`config.mk`:
```
export PLATFORM = sky130hd
export DESIGN_NAME = lcd_spi_stream
export DESIGN_NICKNAME = d
export VERILOG_FILES = /design/src/rtl/lcd_spi_stream.sv
export SDC_FILE = /design/constraint.sdc
export NUM_CORES = 1
export LEC_CHECK = 0
export CAP_MARGIN = 5
export CORE_MARGIN = 4
export CORE_UTILIZATION = 60
export CTS_BUF_LIST = sky130_fd_sc_hd__clkbuf_8
export DETAILED_ROUTE_END_ITERATION = 10
export MAX_ROUTING_LAYER = met4
export PLACE_DENSITY = 0.85
export SYNTH_ARGS = -nofsm -noshare
export SYNTH_HDL_FRONTEND = slang
export SYNTH_SLANG_ARGS = --single-unit
```
`constraint.sdc`:
```
create_clock -name clk -period 3.1 [get_ports clk]
set_input_delay 0.31 -clock clk [delete_from_list [all_inputs] [get_ports clk]]
set_output_delay 0.31 -clock clk [all_outputs]
set_load 0.02 [all_outputs]
```
`src/rtl/lcd_spi_stream.sv`:
```
// rtl/lcd_spi_stream.sv - SPI LCD power-up sequencer, window setup and RGB565 pixel streamer
// Build macro LCD_SPI_TESTPATTERN_EN swaps the pix_* handshake for an internal three-band pattern.
module lcd_spi_stream #(
   parameter int unsigned CLK_DIV   = 1,
   parameter logic [15:0] COL_START = 16'd40,
   parameter logic [15:0] COL_END   = 16'd279,
   parameter logic [15:0] ROW_START = 16'd53,
   parameter logic [15:0] ROW_END   = 16'd187,
   parameter logic [7:0]  MADCTL    = 8'h70,
   parameter int unsigned T_RESET   = 2700000,
   parameter int unsigned T_PREPARE = 5400000,
   parameter int unsigned T_WAKE    = 3240000
) (
   input  logic        clk,
   input  logic        resetn,
   input  logic        frame_start,
   input  logic [15:0] pix_data,
   input  logic        pix_valid,
   output logic        pix_ready,
   output logic        lcd_resetn,
   output logic        lcd_clk,
   output logic        lcd_cs,
   output logic        lcd_rs,
   output logic        lcd_data,
   output logic        init_done,
   output logic        busy,
   output logic        frame_done
);

   localparam logic [31:0] NPIX = (32'(COL_END) - 32'(COL_START) + 32'd1) *
                                  (32'(ROW_END) - 32'(ROW_START) + 32'd1);
   localparam logic [31:0] THIRD      = NPIX / 32'd3;
   localparam logic [31:0] TWO_THIRD  = THIRD * 32'd2;
   localparam logic [7:0]  DIV_LAST   = 8'(CLK_DIV - 1);
   localparam logic [31:0] RESET_LAST = 32'(T_RESET - 1);
   localparam logic [31:0] PREP_LAST  = 32'(T_PREPARE - 1);
   localparam logic [31:0] WAKE_LAST  = 32'(T_WAKE - 1);
   localparam logic [3:0]  N_INIT     = 4'd6;
   localparam logic [3:0]  N_WIN      = 4'd11;

   typedef enum logic [2:0] {
      ST_RESET, ST_PREPARE, ST_WAKEUP, ST_SNOOZE,
      ST_INIT, ST_IDLE, ST_WINDOW, ST_PIXEL
   } state_t;

   state_t      state, next_state;
   logic [31:0] cnt;
   logic [31:0] pix_cnt;
   logic [3:0]  idx;

   logic        sh_act;
   logic        sh_phase;
   logic [7:0]  sh_div;
   logic [4:0]  sh_bits;
   logic [15:0] sh_data;
   logic        sh_rs;

   logic        sh_start;
   logic [15:0] ld_data;
   logic [4:0]  ld_bits;
   logic        ld_rs;
   logic        cnt_clr;
   logic        idx_inc;
   logic        idx_clr;
   logic        pix_inc;
   logic [8:0]  rom_word;

   // {rs, byte} for the command/data byte at position idx of INIT or WINDOW
   always_comb begin
      rom_word = 9'h000;
      if (state == ST_WINDOW) begin
         case (idx)
            4'd0:    rom_word = {1'b0, 8'h2A};
            4'd1:    rom_word = {1'b1, COL_START[15:8]};
            4'd2:    rom_word = {1'b1, COL_START[7:0]};
            4'd3:    rom_word = {1'b1, COL_END[15:8]};
            4'd4:    rom_word = {1'b1, COL_END[7:0]};
            4'd5:    rom_word = {1'b0, 8'h2B};
            4'd6:    rom_word = {1'b1, ROW_START[15:8]};
            4'd7:    rom_word = {1'b1, ROW_START[7:0]};
            4'd8:    rom_word = {1'b1, ROW_END[15:8]};
            4'd9:    rom_word = {1'b1, ROW_END[7:0]};
            default: rom_word = {1'b0, 8'h2C};
         endcase
      end else begin
         case (idx)
            4'd0:    rom_word = {1'b0, 8'h36};
            4'd1:    rom_word = {1'b1, MADCTL};
            4'd2:    rom_word = {1'b0, 8'h3A};
            4'd3:    rom_word = {1'b1, 8'h05};
            4'd4:    rom_word = {1'b0, 8'h21};
            default: rom_word = {1'b0, 8'h29};
         endcase
      end
   end

   always_ff @(posedge clk or negedge resetn) begin
      if (!resetn) state <= ST_RESET;
      else         state <= next_state;
   end

   // The shifter counts as free during its trailing cs-high cycle, so back-to-back bytes
   // see exactly one idle cycle between them.
   always_comb begin
      next_state = state;
      sh_start   = 1'b0;
      ld_data    = {rom_word[7:0], 8'hFF};
      ld_bits    = 5'd8;
      ld_rs      = rom_word[8];
      cnt_clr    = 1'b0;
      idx_inc    = 1'b0;
      idx_clr    = 1'b0;
      pix_inc    = 1'b0;
      pix_ready  = 1'b0;
      frame_done = 1'b0;
      case (state)
         ST_RESET: begin
            if (cnt == RESET_LAST) begin
               next_state = ST_PREPARE;
               cnt_clr    = 1'b1;
            end
         end
         ST_PREPARE: begin
            if (cnt == PREP_LAST) next_state = ST_WAKEUP;
         end
         ST_WAKEUP: begin
            if (!sh_act) begin
               if (idx == 4'd0) begin
                  sh_start = 1'b1;
                  ld_data  = {8'h11, 8'hFF};
                  ld_rs    = 1'b0;
                  idx_inc  = 1'b1;
               end else begin
                  next_state = ST_SNOOZE;
                  idx_clr    = 1'b1;
                  cnt_clr    = 1'b1;
               end
            end
         end
         ST_SNOOZE: begin
            if (cnt == WAKE_LAST) next_state = ST_INIT;
         end
         ST_INIT: begin
            if (!sh_act) begin
               if (idx < N_INIT) begin
                  sh_start = 1'b1;
                  idx_inc  = 1'b1;
               end else begin
                  next_state = ST_IDLE;
                  idx_clr    = 1'b1;
               end
            end
         end
         ST_IDLE: begin
            if (frame_start) next_state = ST_WINDOW;
         end
         ST_WINDOW: begin
            if (!sh_act) begin
               if (idx < N_WIN) begin
                  sh_start = 1'b1;
                  idx_inc  = 1'b1;
               end else begin
                  next_state = ST_PIXEL;
                  idx_clr    = 1'b1;
               end
            end
         end
         ST_PIXEL: begin
            if (!sh_act) begin
               if (pix_cnt == NPIX) begin
                  frame_done = 1'b1;
                  next_state = ST_IDLE;
               end else begin
`ifdef LCD_SPI_TESTPATTERN_EN
                  sh_start = 1'b1;
                  pix_inc  = 1'b1;
                  ld_bits  = 5'd16;
                  ld_rs    = 1'b1;
                  ld_data  = (pix_cnt < THIRD) ? 16'h001F :
                             (pix_cnt < TWO_THIRD) ? 16'h07E0 : 16'hF800;
`else
                  if (pix_valid) begin
                     pix_ready = 1'b1;
                     sh_start  = 1'b1;
                     pix_inc   = 1'b1;
                     ld_bits   = 5'd16;
                     ld_rs     = 1'b1;
                     ld_data   = pix_data;
                  end
`endif
               end
            end
         end
         default: next_state = ST_RESET;
      endcase
   end

   always_ff @(posedge clk or negedge resetn) begin
      if (!resetn) begin
         cnt     <= '0;
         idx     <= '0;
         pix_cnt <= '0;
      end else begin
         cnt <= cnt_clr ? '0 : cnt + 32'd1;
         if (idx_clr)      idx <= '0;
         else if (idx_inc) idx <= idx + 4'd1;
         if (state == ST_IDLE) pix_cnt <= '0;
         else if (pix_inc)     pix_cnt <= pix_cnt + 32'd1;
      end
   end

   // Each bit: CLK_DIV cycles with lcd_clk low, then CLK_DIV high; shift on the high->low turn.
   always_ff @(posedge clk or negedge resetn) begin
      if (!resetn) begin
         sh_act   <= 1'b0;
         sh_phase <= 1'b0;
         sh_div   <= '0;
         sh_bits  <= '0;
         sh_data  <= '1;
         sh_rs    <= 1'b1;
      end else if (sh_start) begin
         sh_act   <= 1'b1;
         sh_phase <= 1'b0;
         sh_div   <= '0;
         sh_bits  <= ld_bits;
         sh_data  <= ld_data;
         sh_rs    <= ld_rs;
      end else if (sh_act) begin
         if (sh_div == DIV_LAST) begin
            sh_div <= '0;
            if (!sh_phase) begin
               sh_phase <= 1'b1;
            end else begin
               sh_phase <= 1'b0;
               sh_data  <= {sh_data[14:0], 1'b1};
               sh_bits  <= sh_bits - 5'd1;
               if (sh_bits == 5'd1) sh_act <= 1'b0;
            end
         end else begin
            sh_div <= sh_div + 8'd1;
         end
      end
   end

   assign lcd_resetn = (state != ST_RESET);
   assign busy       = (state != ST_IDLE);
   assign init_done  = (state == ST_IDLE) || (state == ST_WINDOW) || (state == ST_PIXEL);
   assign lcd_cs     = !sh_act;
   assign lcd_clk    = !sh_act || sh_phase;
   assign lcd_data   = !sh_act || sh_data[15];
   assign lcd_rs     = sh_rs;

endmodule

```
==> report_table.html, run 1 <==
<table>
<tr><th>Metric</th><th>Value</th></tr>
<tr><th colspan="2">Timing</th></tr>
<tr><td>Maximum achievable frequency</td><td>around 350 MHz</td></tr>
<tr><td>Final period utilization</td><td>between 90% and 100%</td></tr>
<tr><td>RSZ-0062 raised after global routing</td><td>no</td></tr>
<tr><td>Final-layout setup total negative slack</td><td>0 ns</td></tr>
<tr><td>Least-Margin Pin Slew</td><td>0.695 ns</td></tr>
<tr><td>Final critical delay including setup and external delays</td><td>~2.8 ns</td></tr>
<tr><td>Minimum setup slack in the final design</td><td>around 0.25 ns</td></tr>
<tr><td>Max-slew violation count</td><td>0</td></tr>
<tr><td>Worst slack on hold paths</td><td>around 0.43 ns</td></tr>
<tr><td>Clock tree skew after final layout</td><td>approximately 0.010 ns</td></tr>
<tr><td>Endpoints failing hold</td><td>0</td></tr>
<tr><td>Final number of setup-violating endpoints</td><td>0</td></tr>
<tr><td>Worst max-slew margin expressed relative to the limit</td><td>a little over half</td></tr>
<tr><th colspan="2">Route</th></tr>
<tr><td>Overall via count from detail_route</td><td>slightly above 5000</td></tr>
<tr><td>Drt first-iter violations</td><td>367</td></tr>
<tr><td>DR pass1 iterations</td><td>6</td></tr>
<tr><td>WL/cell</td><td>roughly 16 um</td></tr>
<tr><td>Number of design rule violations left after detail routing</td><td>0</td></tr>
<tr><td>Total Wirelength</td><td>approximately 13000 um</td></tr>
<tr><td>Vias per inst</td><td>about 6</td></tr>
<tr><td>Number of nets with antenna violations after routing</td><td>0</td></tr>
<tr><th colspan="2">Clock network</th></tr>
<tr><td>CTS Buf Count</td><td>9</td></tr>
<tr><td>Master cell of the clock root buffer</td><td>clkbuf_8</td></tr>
<tr><td>CTS sink count</td><td>~100</td></tr>
<tr><td>TritonCTS clock tree</td><td>yes</td></tr>
<tr><td>Total of hold buffers inserted after clock tree synthesis</td><td>1</td></tr>
<tr><td>Setup repair bufs after CTS</td><td>0</td></tr>
<tr><td>H-tree Lvls</td><td>3</td></tr>
<tr><td>Max Buffers Root-to-Sink</td><td>2</td></tr>
<tr><td># resized after CTS</td><td>0</td></tr>
<tr><td>Clock network latency to the later pin of the worst-skew pair</td><td>~0.38 ns</td></tr>
<tr><td>CTS clk-pin slew, worst paths</td><td>about 0.1 ns</td></tr>
<tr><th colspan="2">Layout</th></tr>
<tr><td>Count of filler cells inserted in the layout</td><td>about 730</td></tr>
<tr><td>Leading cell types in the layout, fill and taps excluded</td><td>nor2_1, dfrtp_1, nand2_1</td></tr>
<tr><td>Most common cell after layout, fill and taps aside</td><td>nor2_1</td></tr>
<tr><td>Fraction of final layout cells with drive strength greater than 1</td><td>9.65%</td></tr>
<tr><td>Finished Cell Area</td><td>about 6600 um2</td></tr>
<tr><td>Synth-to-Final Area Change</td><td>11.8%</td></tr>
<tr><td>Final #Nets</td><td>724</td></tr>
<tr><td>Diode insertion count for antenna repair</td><td>0</td></tr>
<tr><th colspan="2">Critical path</th></tr>
<tr><td>Cell type of the slowest stage on the worst timing path</td><td>clkdlybuf4s50_1</td></tr>
<tr><td>Dominant cell type by count on the critical path</td><td>inv_1</td></tr>
<tr><td>Cell family contributing the most delay on the critical path</td><td>buffers and inverters</td></tr>
<tr><td>Nature of the critical path startpoint</td><td>register</td></tr>
<tr><td>Delay contributed by the slowest stage of the critical path</td><td>0.66 ns</td></tr>
<tr><td>Highest fanout seen on the critical path</td><td>6</td></tr>
<tr><td>Critical path data arrival time</td><td>2.54 ns</td></tr>
<tr><td>Critical path required time</td><td>2.79 ns</td></tr>
<tr><td>Worst setup path class</td><td>register to output pin</td></tr>
<tr><td>Cell Chain, Critical Path</td><td>inv_1 &gt; ha_1 &gt; nor4bb_1 &gt; nand2_1 &gt; nor3_4 &gt; or2_2 &gt; inv_1 &gt; clkdlybuf4s50_1</td></tr>
<tr><td>Crit. End Element</td><td>output pin</td></tr>
<tr><td>Buf+Inv Stages, Crit Path</td><td>3</td></tr>
<tr><th colspan="2">Synthesis</th></tr>
<tr><td>Async set-reset flop share out of synthesis</td><td>100%</td></tr>
<tr><td>Multiplexer area fraction after synthesis</td><td>around 1.3%</td></tr>
<tr><td>Fraction of the mapped netlist area in compound gates</td><td>around 10%</td></tr>
<tr><td>Area of the mapped netlist</td><td>a little under 6000 um2</td></tr>
<tr><td>Library cell occupying the most area in the post-synthesis netlist</td><td>dfrtp_1</td></tr>
<tr><td>Area fraction in and, or, nand and nor cells after synthesis</td><td>between 20% and 30%</td></tr>
<tr><td>Post-synthesis share of cell area spent on xor and xnor gates</td><td>a little under a tenth</td></tr>
<tr><td>Number of warnings issued by yosys</td><td>0</td></tr>
<tr><td>Number of enable-type register cells in the synthesized netlist</td><td>0</td></tr>
<tr><td>Seq/Total Area, Yosys</td><td>roughly 44%</td></tr>
<tr><td>Synth top area share</td><td>between 30 and 40%</td></tr>
<tr><td>Most instantiated flip-flop cell in the synthesis netlist</td><td>dfrtp_1</td></tr>
<tr><td>Synthesized-area fraction occupied by adder cells</td><td>3.18%</td></tr>
<tr><td>Average footprint of a synthesized cell</td><td>8.92 um2</td></tr>
<tr><td>Cells after synthesis</td><td>662</td></tr>
<tr><td>Largest cells by area after synthesis</td><td>dfrtp_1, dfstp_2, nor2_1, xor2_1, xnor2_1</td></tr>
<tr><td>Count of different cell masters after synthesis</td><td>65</td></tr>
<tr><td>Net count of the mapped netlist</td><td>approximately 700</td></tr>
<tr><td>Flip-flop and latch count after synthesis</td><td>103</td></tr>
<tr><td>Largest family of logic cells by synthesized area</td><td>simple AND/OR/NAND/NOR gates</td></tr>
<tr><th colspan="2">Place</th></tr>
<tr><td>Port Buffer Count</td><td>28</td></tr>
<tr><td>Routability cong.</td><td>0.949</td></tr>
<tr><td>Standard cell area after detailed placement</td><td>about 6400 um2</td></tr>
<tr><td>DP Wirelength</td><td>just over 9000 um</td></tr>
<tr><td>Placement-stage worst setup slack</td><td>around 0.36 ns</td></tr>
<tr><th colspan="2">Floorplan</th></tr>
<tr><td>Die span in x</td><td>about 110 um</td></tr>
<tr><td>Core Region</td><td>9420 um2</td></tr>
<tr><td>Starting density of the core</td><td>between 60 and 70%</td></tr>
<tr><td>Placement Rows</td><td>35</td></tr>
<tr><td>Die Ht</td><td>107 um</td></tr>
<tr><td>Die area</td><td>~11000 um2</td></tr>
<tr><td>Boundary pin count</td><td>29</td></tr>
<tr><th colspan="2">Power and ir drop</th></tr>
<tr><td>Leakage power</td><td>2.88 nW</td></tr>
<tr><td>Peak VDD IR</td><td>about 0.31 mV</td></tr>
<tr><td>Power Density</td><td>approximately 360 nW/um2</td></tr>
<tr><td>Power Total</td><td>between 2 and 2.5 mW</td></tr>
<tr><th colspan="2">Global routing</th></tr>
<tr><td>Via count of the first global-routing pass</td><td>~5000</td></tr>
<tr><td>Congestion Overflow GR</td><td>0</td></tr>
<tr><td>Initial antenna violation count</td><td>0</td></tr>
<tr><td>Overall routing resource usage</td><td>approximately 25%</td></tr>
<tr><td>Maximum number of pins on one net before global-route repair</td><td>56</td></tr>
<tr><td>First-pass GRT wire length</td><td>23100 um</td></tr>
<tr><th colspan="2">Run</th></tr>
<tr><td>Maxcap violations</td><td>0</td></tr>
<tr><th colspan="2">Status</th></tr>
<tr><td>Status</td><td>completed</td></tr>
<tr><th colspan="2">Worst hold path</th></tr>
<tr><td>Kind of path behind the tightest hold check</td><td>input port to register</td></tr>
</table>
## stage by stage
| stage | std cells | utilization (%) |
|---|---|---|
| floorplan | 662 | - |
| global placement | 806 | 67.7 |
| detailed placement | 806 | 67.7 |
| CTS | 823 | 70.2 |
| global route | 823 | 70.2 |
| finish | 823 | 70.2 |
## routing by layer
metal	up-vias	routed length, um	GRT usage (%)
met5	-	0	-
met4	0	306	9.68
met3	44	711	4.39
met2	175	6630	40.1
li1	2369	-	-
met1	2500	5650	32.5
## sequential cells by signal, summed over array words and instances, names as in the netlist
signal,flops
idx,4
sh_div,8
cnt,32
sh_bits,5
sh_data,16
pix_cnt,32
lcd_rs,1
sh_phase,1
state,3
sh_act,1
## report_power, final
group	switching (mW)	internal, mW	total (mW)
combinational	0.0297	0.0230	0.0527
sequential	0	1.34	1.34
clock	0.475	0.481	0.956
## kinds of logic (layout without fill, tap and decap cells)
family | Yosys count | in the layout
buf+inv | 53 | 85
compound gates | 93 | 93
fa+ha+maj | 15 | 15
simple gates | 328 | 328
xor+xnor | 63 | 63
mux | 7 | 7
flops | 103 | 103
## layout make-up
| cell class | count | area (um2) | share of cell area [%] |
|---|---|---|---|
| sequential | 103 | 2600 | 39.3 |
| timing repair buffer | 47 | 423 | 6.40 |
| clock inverter | 6 | 90.1 | 1.36 |
| multi-input combinational | 506 | 3110 | 47.1 |
| clock buffer | 10 | 138 | 2.08 |
| tap | 129 | 161 | 2.44 |
| inverter | 22 | 82.6 | 1.25 |
## worst reg2reg max path, delay by kind of cell (launching register included)
kind            cells  cell delay, ns
flops               1            0.48
buf+inv             2            0.42
fa+ha+maj           1            0.37
simple gates        2            0.66
compound gates      4            0.75
## Yosys cell counts, types with 4 or more instances
| cell type | instances |
|---|---|
| a31oi_1 | 9 |
| a211oi_1 | 4 |
| o22ai_1 | 4 |
| clkbuf_1 | 27 |
| or3_1 | 9 |
| o21ai_0 | 21 |
| and2_1 | 9 |
| nor4_1 | 12 |
| dfrtp_1 | 86 |
| nand3_1 | 34 |
| nand2_1 | 64 |
| and4_1 | 9 |
| nor3_1 | 19 |
| xnor2_1 | 30 |
| inv_1 | 21 |
| nor3b_1 | 5 |
| nor4b_1 | 9 |
| xor2_1 | 33 |
| ha_1 | 15 |
| nand4_1 | 17 |
| a21oi_1 | 25 |
| nor2_1 | 104 |
| dfstp_2 | 17 |
| nor2b_1 | 5 |
| and3_1 | 10 |
## path summary, 6_finish.rpt
| kind | startpoint | end | slack [ns] | cells past startpoint |
|---|---|---|---|---|
| setup / recovery | pix_cnt[0] | pix_ready | 0.25 | 8 |
| hold / removal | pix_data[15] | sh_data[15] | 0.43 | 3 |
| setup reg to reg | idx[1] | idx[2] | 0.31 | 9 |
| hold reg to reg | cnt[0] | cnt[0] | 0.46 | 1 |
| max in group asynchronous | resetn | sh_div[7] | 1.78 | 3 |
| min in group asynchronous | resetn | state[1] | 0.53 | 2 |
Note: power is estimated with default switching activity, not from simulation.
==> inputs of run 2 (changes only) <==
==> constraint.sdc (replaced) <==
create_clock -name clk -period 3.1 [get_ports clk]
set_input_delay 0.93 -clock clk [delete_from_list [all_inputs] [get_ports clk]]
set_output_delay 0.93 -clock clk [all_outputs]
set_load 0.02 [all_outputs]
==> report_table.html, run 2 (synthesized netlist as in run 1, its figures left out) <==
<table>
<tr><th>Metric</th><th>Value</th></tr>
<tr><th colspan="2">Global routing</th></tr>
<tr><td>Overall routing resource usage</td><td>between 20% and 30%</td></tr>
<tr><td>Via count of the first global-routing pass</td><td>about 4800</td></tr>
<tr><td>First-pass GRT wire length</td><td>approximately 23000 um</td></tr>
<tr><td>Initial antenna violation count</td><td>0</td></tr>
<tr><td>Congestion Overflow GR</td><td>0</td></tr>
<tr><td>Maximum number of pins on one net before global-route repair</td><td>51</td></tr>
<tr><th colspan="2">Layout</th></tr>
<tr><td>Most common cell after layout, fill and taps aside</td><td>nor2_1</td></tr>
<tr><td>Synth-to-Final Area Change</td><td>12.2%</td></tr>
<tr><td>Final #Nets</td><td>roughly 730</td></tr>
<tr><td>Biggest registers after layout</td><td>cnt: 32 flops, pix_cnt: 32 flops, sh_data: 16 flops</td></tr>
<tr><td>Finished Cell Area</td><td>about 6600 um2</td></tr>
<tr><td>Diode insertion count for antenna repair</td><td>0</td></tr>
<tr><td>Leading cell types in the layout, fill and taps excluded</td><td>nor2_1, dfrtp_1, nand2_1</td></tr>
<tr><td>Fraction of final layout cells with drive strength greater than 1</td><td>11.3%</td></tr>
<tr><th colspan="2">Power and ir drop</th></tr>
<tr><td>Peak VDD IR</td><td>between 0.5 and 0.6 mV</td></tr>
<tr><td>Sequential share of power</td><td>about three fifths</td></tr>
<tr><td>Portion of total power attributed to the clock network</td><td>36.6%</td></tr>
<tr><td>Internal Power</td><td>between 1.5 and 2 mW</td></tr>
<tr><td>Leakage power</td><td>roughly 2.9 nW</td></tr>
<tr><td>Sw Share</td><td>around a quarter</td></tr>
<tr><td>Power Total</td><td>roughly 2.2 mW</td></tr>
<tr><td>Power Density</td><td>between 300 and 400 nW/um2</td></tr>
<tr><td>Comb pwr share</td><td>under 10%</td></tr>
<tr><td>NetSw</td><td>roughly 0.51 mW</td></tr>
<tr><th colspan="2">Floorplan</th></tr>
<tr><td>Boundary pin count</td><td>29</td></tr>
<tr><td>Die area</td><td>approximately 11000 um2</td></tr>
<tr><td>Core Region</td><td>between 9000 and 10000 um2</td></tr>
<tr><td>Die span in x</td><td>107 um</td></tr>
<tr><td>Die Ht</td><td>about 110 um</td></tr>
<tr><td>Starting density of the core</td><td>a little over three fifths</td></tr>
<tr><td>Placement Rows</td><td>35</td></tr>
<tr><th colspan="2">Clock network</th></tr>
<tr><td>Master cell of the clock root buffer</td><td>clkbuf_8</td></tr>
<tr><td>Max Buffers Root-to-Sink</td><td>2</td></tr>
<tr><td>TritonCTS clock tree</td><td>yes</td></tr>
<tr><td>Clock network latency to the later pin of the worst-skew pair</td><td>0.38 ns</td></tr>
<tr><td>CTS Buf Count</td><td>9</td></tr>
<tr><td>CTS clk-pin slew, worst paths</td><td>0.11 ns</td></tr>
<tr><td>Total of hold buffers inserted after clock tree synthesis</td><td>0</td></tr>
<tr><td>H-tree Lvls</td><td>3</td></tr>
<tr><td>CTS sink count</td><td>around 100</td></tr>
<tr><th colspan="2">Route</th></tr>
<tr><td>Total length of routed met3 wires</td><td>548 um</td></tr>
<tr><td>WL/cell</td><td>15.6 um</td></tr>
<tr><td>Highest metal layer with signal wires</td><td>met4</td></tr>
<tr><td>Drt first-iter violations</td><td>~350</td></tr>
<tr><td>Met2 routed wirelength</td><td>about 6500 um</td></tr>
<tr><td>Overall via count from detail_route</td><td>about 5000</td></tr>
<tr><td>Total Wirelength</td><td>12900 um</td></tr>
<tr><td>Metal1 wirelength</td><td>about 5700 um</td></tr>
<tr><td>Number of nets with antenna violations after routing</td><td>0</td></tr>
<tr><td>DR pass1 iterations</td><td>5</td></tr>
<tr><td>Number of design rule violations left after detail routing</td><td>0</td></tr>
<tr><td>Vias per inst</td><td>around 6.0</td></tr>
<tr><th colspan="2">Critical path</th></tr>
<tr><td>Reg-to-reg endpoint</td><td>state[1]</td></tr>
<tr><td>Critical path required time</td><td>approximately 2.2 ns</td></tr>
<tr><td>Nature of the critical path startpoint</td><td>register</td></tr>
<tr><td>Internal reg-to-reg setup slack</td><td>0.27 ns</td></tr>
<tr><td>Worst reg2reg path depth</td><td>6</td></tr>
<tr><td>Critical path data arrival time</td><td>~2.1 ns</td></tr>
<tr><td>Highest fanout seen on the critical path</td><td>6</td></tr>
<tr><td>Cell Chain, Critical Path</td><td>nor4_1 &gt; nand3_1 &gt; nor3_4 &gt; and4_1 &gt; clkbuf_2</td></tr>
<tr><td>Delay contributed by the slowest stage of the critical path</td><td>between 0.4 and 0.5 ns</td></tr>
<tr><td>Crit. End Element</td><td>output pin</td></tr>
<tr><td>Worst setup path class</td><td>register to output pin</td></tr>
<tr><td>Worst reg2reg startpoint</td><td>cnt[24]</td></tr>
<tr><td>Cell type of the slowest stage on the worst timing path</td><td>dfrtp_1</td></tr>
<tr><th colspan="2">Timing</th></tr>
<tr><td>Clock tree skew after final layout</td><td>0.0113 ns</td></tr>
<tr><td>Worst slack on hold paths</td><td>approximately 0.45 ns</td></tr>
<tr><td>Final period utilization</td><td>97.2%</td></tr>
<tr><td>Least-Margin Pin Slew</td><td>0.630 ns</td></tr>
<tr><td>Final critical delay including setup and external delays</td><td>about 3.0 ns</td></tr>
<tr><td>Max-slew violation count</td><td>0</td></tr>
<tr><td>Endpoints failing hold</td><td>0</td></tr>
<tr><td>Maximum achievable frequency</td><td>332 MHz</td></tr>
<tr><td>Final number of setup-violating endpoints</td><td>0</td></tr>
<tr><td>Worst max-slew margin expressed relative to the limit</td><td>roughly 58%</td></tr>
<tr><th colspan="2">Worst hold path</th></tr>
<tr><td>Kind of path behind the tightest hold check</td><td>input port to async pin</td></tr>
<tr><th colspan="2">Place</th></tr>
<tr><td>Routability cong.</td><td>roughly 0.95</td></tr>
<tr><td>Port Buffer Count</td><td>28</td></tr>
<tr><td>DP Wirelength</td><td>9020 um</td></tr>
<tr><td>Standard cell area after detailed placement</td><td>6430 um2</td></tr>
<tr><th colspan="2">Status</th></tr>
<tr><td>Status</td><td>completed</td></tr>
<tr><th colspan="2">Run</th></tr>
<tr><td>Maxcap violations</td><td>0</td></tr>
</table>
## run 2: changes by cell type in the layout (fill, tap and decap cells not counted), moves of 2 or more
cell,before,now
clkdlybuf4s50_1,27,22
bufinv_16,2,0
buf_4,19,25
dlymetal6s2s_1,0,3
## run 2: final cells by class
type / instances / area, um2
Clock buffer: 10 / 138
Clock inverter: 6 / 50.0
Fill cell: 738 / 2790
Inverter: 22 / 82.6
Multi-Input combinational cell: 506 / 3130
Sequential cell: 103 / 2600
Tap cell: 129 / 161
Timing Repair Buffer: 52 / 470
## run 2: what timing repair did
item / CTS / global route
resized for setup: 8 / 8
hold endpoints to repair: 0 / 0
setup buffers: 0 / 0
pin swaps: 0 / 1
endpoints found under the setup margin: 3 / 5
## run 2: power groups by stage
| stage | sequential, mW | combinational (mW) | clock, mW |
|---|---|---|---|
| 3_5_place_dp | 1.37 | 0.0561 | 0 |
| 6_report | 1.34 | 0.0536 | 0.807 |
| 2_1_floorplan | 1.37 | 0.000154 | 0 |
| 4_1_cts | 1.34 | 0.0564 | 0.825 |
| 3_3_place_gp | 1.37 | 0.0547 | 0 |
| 5_1_grt | 1.34 | 0.0610 | 0.885 |
## run 2: worst max path at each step
stage | startpoint | end | slack, ns | depth (start not counted)
floorplan | pix_valid | pix_ready | 0.08 | 6
global placement | pix_valid | pix_ready | -0.44 | 5
detailed placement | pix_valid | pix_ready | -0.44 | 5
CTS | pix_valid | pix_ready | 0.007 | 5
global route | pix_cnt[19] | frame_done | -0.009 | 5
finish | pix_cnt[19] | frame_done | 0.09 | 5
## run 2: through the flow
step           setup WS [ns]   TNS, ns  utilization, %  cells
3_3_place_gp          -0.444    -0.444            68.3    812
2_1_floorplan         0.0834         0               -    662
4_1_cts              0.00678         0            70.3    828
3_5_place_dp          -0.441    -0.441            68.3    812
6_report              0.0861         0            70.4    828
5_1_grt             -0.00885  -0.00885            70.4    828
## run 2: per-layer routing
layer / track usage, % / up-vias
met5: - / -
met4: 5.75 / 0
met2: 40.3 / 124
met3: 5.06 / 23
li1: - / 2384
met1: 32.1 / 2421
## run 2: worst max-delay path, delay by kind of cell, from the launching register on
family / cells / cell delay, ns
flip-flops: 1 / 0.45
AND/OR/NAND/NOR: 4 / 1.09
buffers and inverters: 1 / 0.18
==> inputs of run 3 (changes only) <==
- CORE_MARGIN: 4 -> default
==> report_table.html, run 3 (synthesized netlist as in run 1, its figures left out) <==
<table>
<tr><th>Metric</th><th>Value</th></tr>
<tr><th colspan="2">Status</th></tr>
<tr><td>Status</td><td>completed</td></tr>
<tr><th colspan="2">Layout</th></tr>
<tr><td>Finished Cell Area</td><td>roughly 6700 um2</td></tr>
<tr><td>Leading cell types in the layout, fill and taps excluded</td><td>nor2_1, dfrtp_1, nand2_1</td></tr>
<tr><td>Fraction of final layout cells with drive strength greater than 1</td><td>between 10% and 20%</td></tr>
<tr><td>Synth-to-Final Area Change</td><td>13.0%</td></tr>
<tr><td>Count of filler cells inserted in the layout</td><td>roughly 750</td></tr>
<tr><td>Final #Nets</td><td>between 700 and 800</td></tr>
<tr><td>Diode insertion count for antenna repair</td><td>0</td></tr>
<tr><td>Biggest registers after layout</td><td>cnt: 32 flops, pix_cnt: 32 flops, sh_data: 16 flops</td></tr>
<tr><td>Most common cell after layout, fill and taps aside</td><td>nor2_1</td></tr>
<tr><th colspan="2">Power and ir drop</th></tr>
<tr><td>Sequential share of power</td><td>between 50% and 60%</td></tr>
<tr><td>Power Total</td><td>~2.3 mW</td></tr>
<tr><td>Comb pwr share</td><td>2.2%</td></tr>
<tr><td>Portion of total power attributed to the clock network</td><td>40.6%</td></tr>
<tr><td>NetSw</td><td>0.501 mW</td></tr>
<tr><td>Peak VDD IR</td><td>0.298 mV</td></tr>
<tr><td>Leakage power</td><td>2.92 nW</td></tr>
<tr><td>Sw Share</td><td>21.3%</td></tr>
<tr><td>Internal Power</td><td>between 1.5 and 2 mW</td></tr>
<tr><td>Power Density</td><td>352 nW/um2</td></tr>
<tr><th colspan="2">Route</th></tr>
<tr><td>Overall via count from detail_route</td><td>4944</td></tr>
<tr><td>Drt first-iter violations</td><td>approximately 340</td></tr>
<tr><td>Number of design rule violations left after detail routing</td><td>0</td></tr>
<tr><td>Number of nets with antenna violations after routing</td><td>0</td></tr>
<tr><td>Total Wirelength</td><td>roughly 13000 um</td></tr>
<tr><td>DR pass1 iterations</td><td>4</td></tr>
<tr><td>Vias per inst</td><td>5.96</td></tr>
<tr><td>WL/cell</td><td>15.8 um</td></tr>
<tr><th colspan="2">Global routing</th></tr>
<tr><td>Overall routing resource usage</td><td>28.4%</td></tr>
<tr><td>First-pass GRT wire length</td><td>between 20000 and 25000 um</td></tr>
<tr><td>Maximum number of pins on one net before global-route repair</td><td>73</td></tr>
<tr><td>Congestion Overflow GR</td><td>0</td></tr>
<tr><td>Via count of the first global-routing pass</td><td>4980</td></tr>
<tr><td>Initial antenna violation count</td><td>0</td></tr>
<tr><th colspan="2">Timing</th></tr>
<tr><td>Maximum achievable frequency</td><td>around 330 MHz</td></tr>
<tr><td>Worst max-slew margin expressed relative to the limit</td><td>around 62%</td></tr>
<tr><td>RSZ-0062 raised after global routing</td><td>no</td></tr>
<tr><td>Final critical delay including setup and external delays</td><td>around 3 ns</td></tr>
<tr><td>Clock tree skew after final layout</td><td>0.0120 ns</td></tr>
<tr><td>Least-Margin Pin Slew</td><td>between 0.5 and 0.6 ns</td></tr>
<tr><td>Final number of setup-violating endpoints</td><td>0</td></tr>
<tr><td>Final-layout setup total negative slack</td><td>0 ns</td></tr>
<tr><td>Max-slew violation count</td><td>0</td></tr>
<tr><td>Endpoints failing hold</td><td>0</td></tr>
<tr><td>Final period utilization</td><td>just under 100%</td></tr>
<tr><th colspan="2">Place</th></tr>
<tr><td>Port Buffer Count</td><td>28</td></tr>
<tr><td>Standard cell area after detailed placement</td><td>6430 um2</td></tr>
<tr><td>Routability cong.</td><td>roughly 0.89</td></tr>
<tr><td>DP Wirelength</td><td>a little under 9000 um</td></tr>
<tr><th colspan="2">Critical path</th></tr>
<tr><td>Crit. End Element</td><td>output pin</td></tr>
<tr><td>Nature of the critical path startpoint</td><td>input port</td></tr>
<tr><td>Critical path required time</td><td>roughly 2.2 ns</td></tr>
<tr><td>Critical path data arrival time</td><td>around 2.1 ns</td></tr>
<tr><td>Highest fanout seen on the critical path</td><td>2</td></tr>
<tr><td>Worst setup path class</td><td>input port to output pin</td></tr>
<tr><th colspan="2">Worst hold path</th></tr>
<tr><td>Kind of path behind the tightest hold check</td><td>register to register</td></tr>
<tr><th colspan="2">Clock network</th></tr>
<tr><td>CTS sink count</td><td>a little over 100</td></tr>
<tr><td>Total of hold buffers inserted after clock tree synthesis</td><td>0</td></tr>
<tr><td>H-tree Lvls</td><td>3</td></tr>
<tr><td>TritonCTS clock tree</td><td>yes</td></tr>
<tr><td>Clock network latency to the later pin of the worst-skew pair</td><td>0.37 ns</td></tr>
<tr><td>Master cell of the clock root buffer</td><td>clkbuf_8</td></tr>
<tr><td>CTS clk-pin slew, worst paths</td><td>around 0.10 ns</td></tr>
<tr><td>Max Buffers Root-to-Sink</td><td>2</td></tr>
<tr><td>CTS Buf Count</td><td>9</td></tr>
<tr><th colspan="2">Floorplan</th></tr>
<tr><td>Core Region</td><td>about 9400 um2</td></tr>
<tr><td>Boundary pin count</td><td>29</td></tr>
<tr><td>Starting density of the core</td><td>about 63%</td></tr>
<tr><td>Die span in x</td><td>roughly 100 um</td></tr>
<tr><td>Die area</td><td>10200 um2</td></tr>
<tr><td>Placement Rows</td><td>35</td></tr>
<tr><td>Die Ht</td><td>a little over 100 um</td></tr>
<tr><th colspan="2">Run</th></tr>
<tr><td>Maxcap violations</td><td>0</td></tr>
</table>
## run 3: final timing paths
| path | start | end | slack (ns) | cells past startpoint |
|---|---|---|---|---|
| worst max-delay path | pix_valid | pix_ready | 0.05 | 5 |
| worst min-delay path | cnt[0] | cnt[0] | 0.46 | 1 |
| max in group asynchronous | resetn | sh_data[2] | 1.84 | 2 |
| worst min register to register | cnt[0] | cnt[0] | 0.46 | 1 |
| min in group asynchronous | resetn | pix_cnt[5] | 0.49 | 1 |
| worst max register to register | cnt[24] | state[1] | 0.29 | 6 |
## run 3: timing repair
action                     in CTS  in global routing
hold endpoints to repair        0                  0
setup endpoints to repair       2                  4
resized for setup               6                  7
setup buffers                   0                  0
## run 3: power by group through the flow
stage          registers [mW]  logic [mW]  clock network, mW
2_1_floorplan            1.37    0.000154                  0
3_3_place_gp             1.37      0.0542                  0
3_5_place_dp             1.37      0.0546                  0
4_1_cts                  1.34      0.0550              0.972
5_1_grt                  1.34      0.0591               1.02
6_report                 1.34      0.0525              0.953
## run 3: worst max-delay path, stage by stage
cell	delay, ns
clkdlybuf4s50_1	0.49
nand4b_1	0.11
or2_2	0.34
inv_1	0.10
buf_4	0.15
## run 3: layout make-up
cell class                      count  area [um2]  share of cell area, %
Tap cell                          129         161                   2.42
Timing Repair Buffer               53         473                   7.08
Clock inverter                      6        92.6                   1.39
Clock buffer                       10         138                   2.06
Multi-Input combinational cell    506        3130                   46.9
Inverter                           22        82.6                   1.24
Sequential cell                   103        2600                   38.9
## run 3: metrics by stage
stage / cells / worst slack, ns / hold WS, ns / utilization, %
final: 829 / 0.0542 / 0.463 / 71.2
after global routing: 829 / 0.00232 / 0.481 / 71.2
after CTS: 829 / 0.00288 / 0.465 / 71.1
after detailed placement: 813 / -0.399 / 0.451 / 68.7
after global placement: 813 / -0.411 / 0.438 / 68.7
after floorplan: 662 / 0.0834 / 0.424 / -
## run 3: metal layers
layer | GRT usage [%] | part of all wire [%]
met5 | - | 0
met4 | 7.69 | 1.3
met3 | 4.97 | 4.2
met2 | 47.8 | 51
met1 | 35.2 | 44
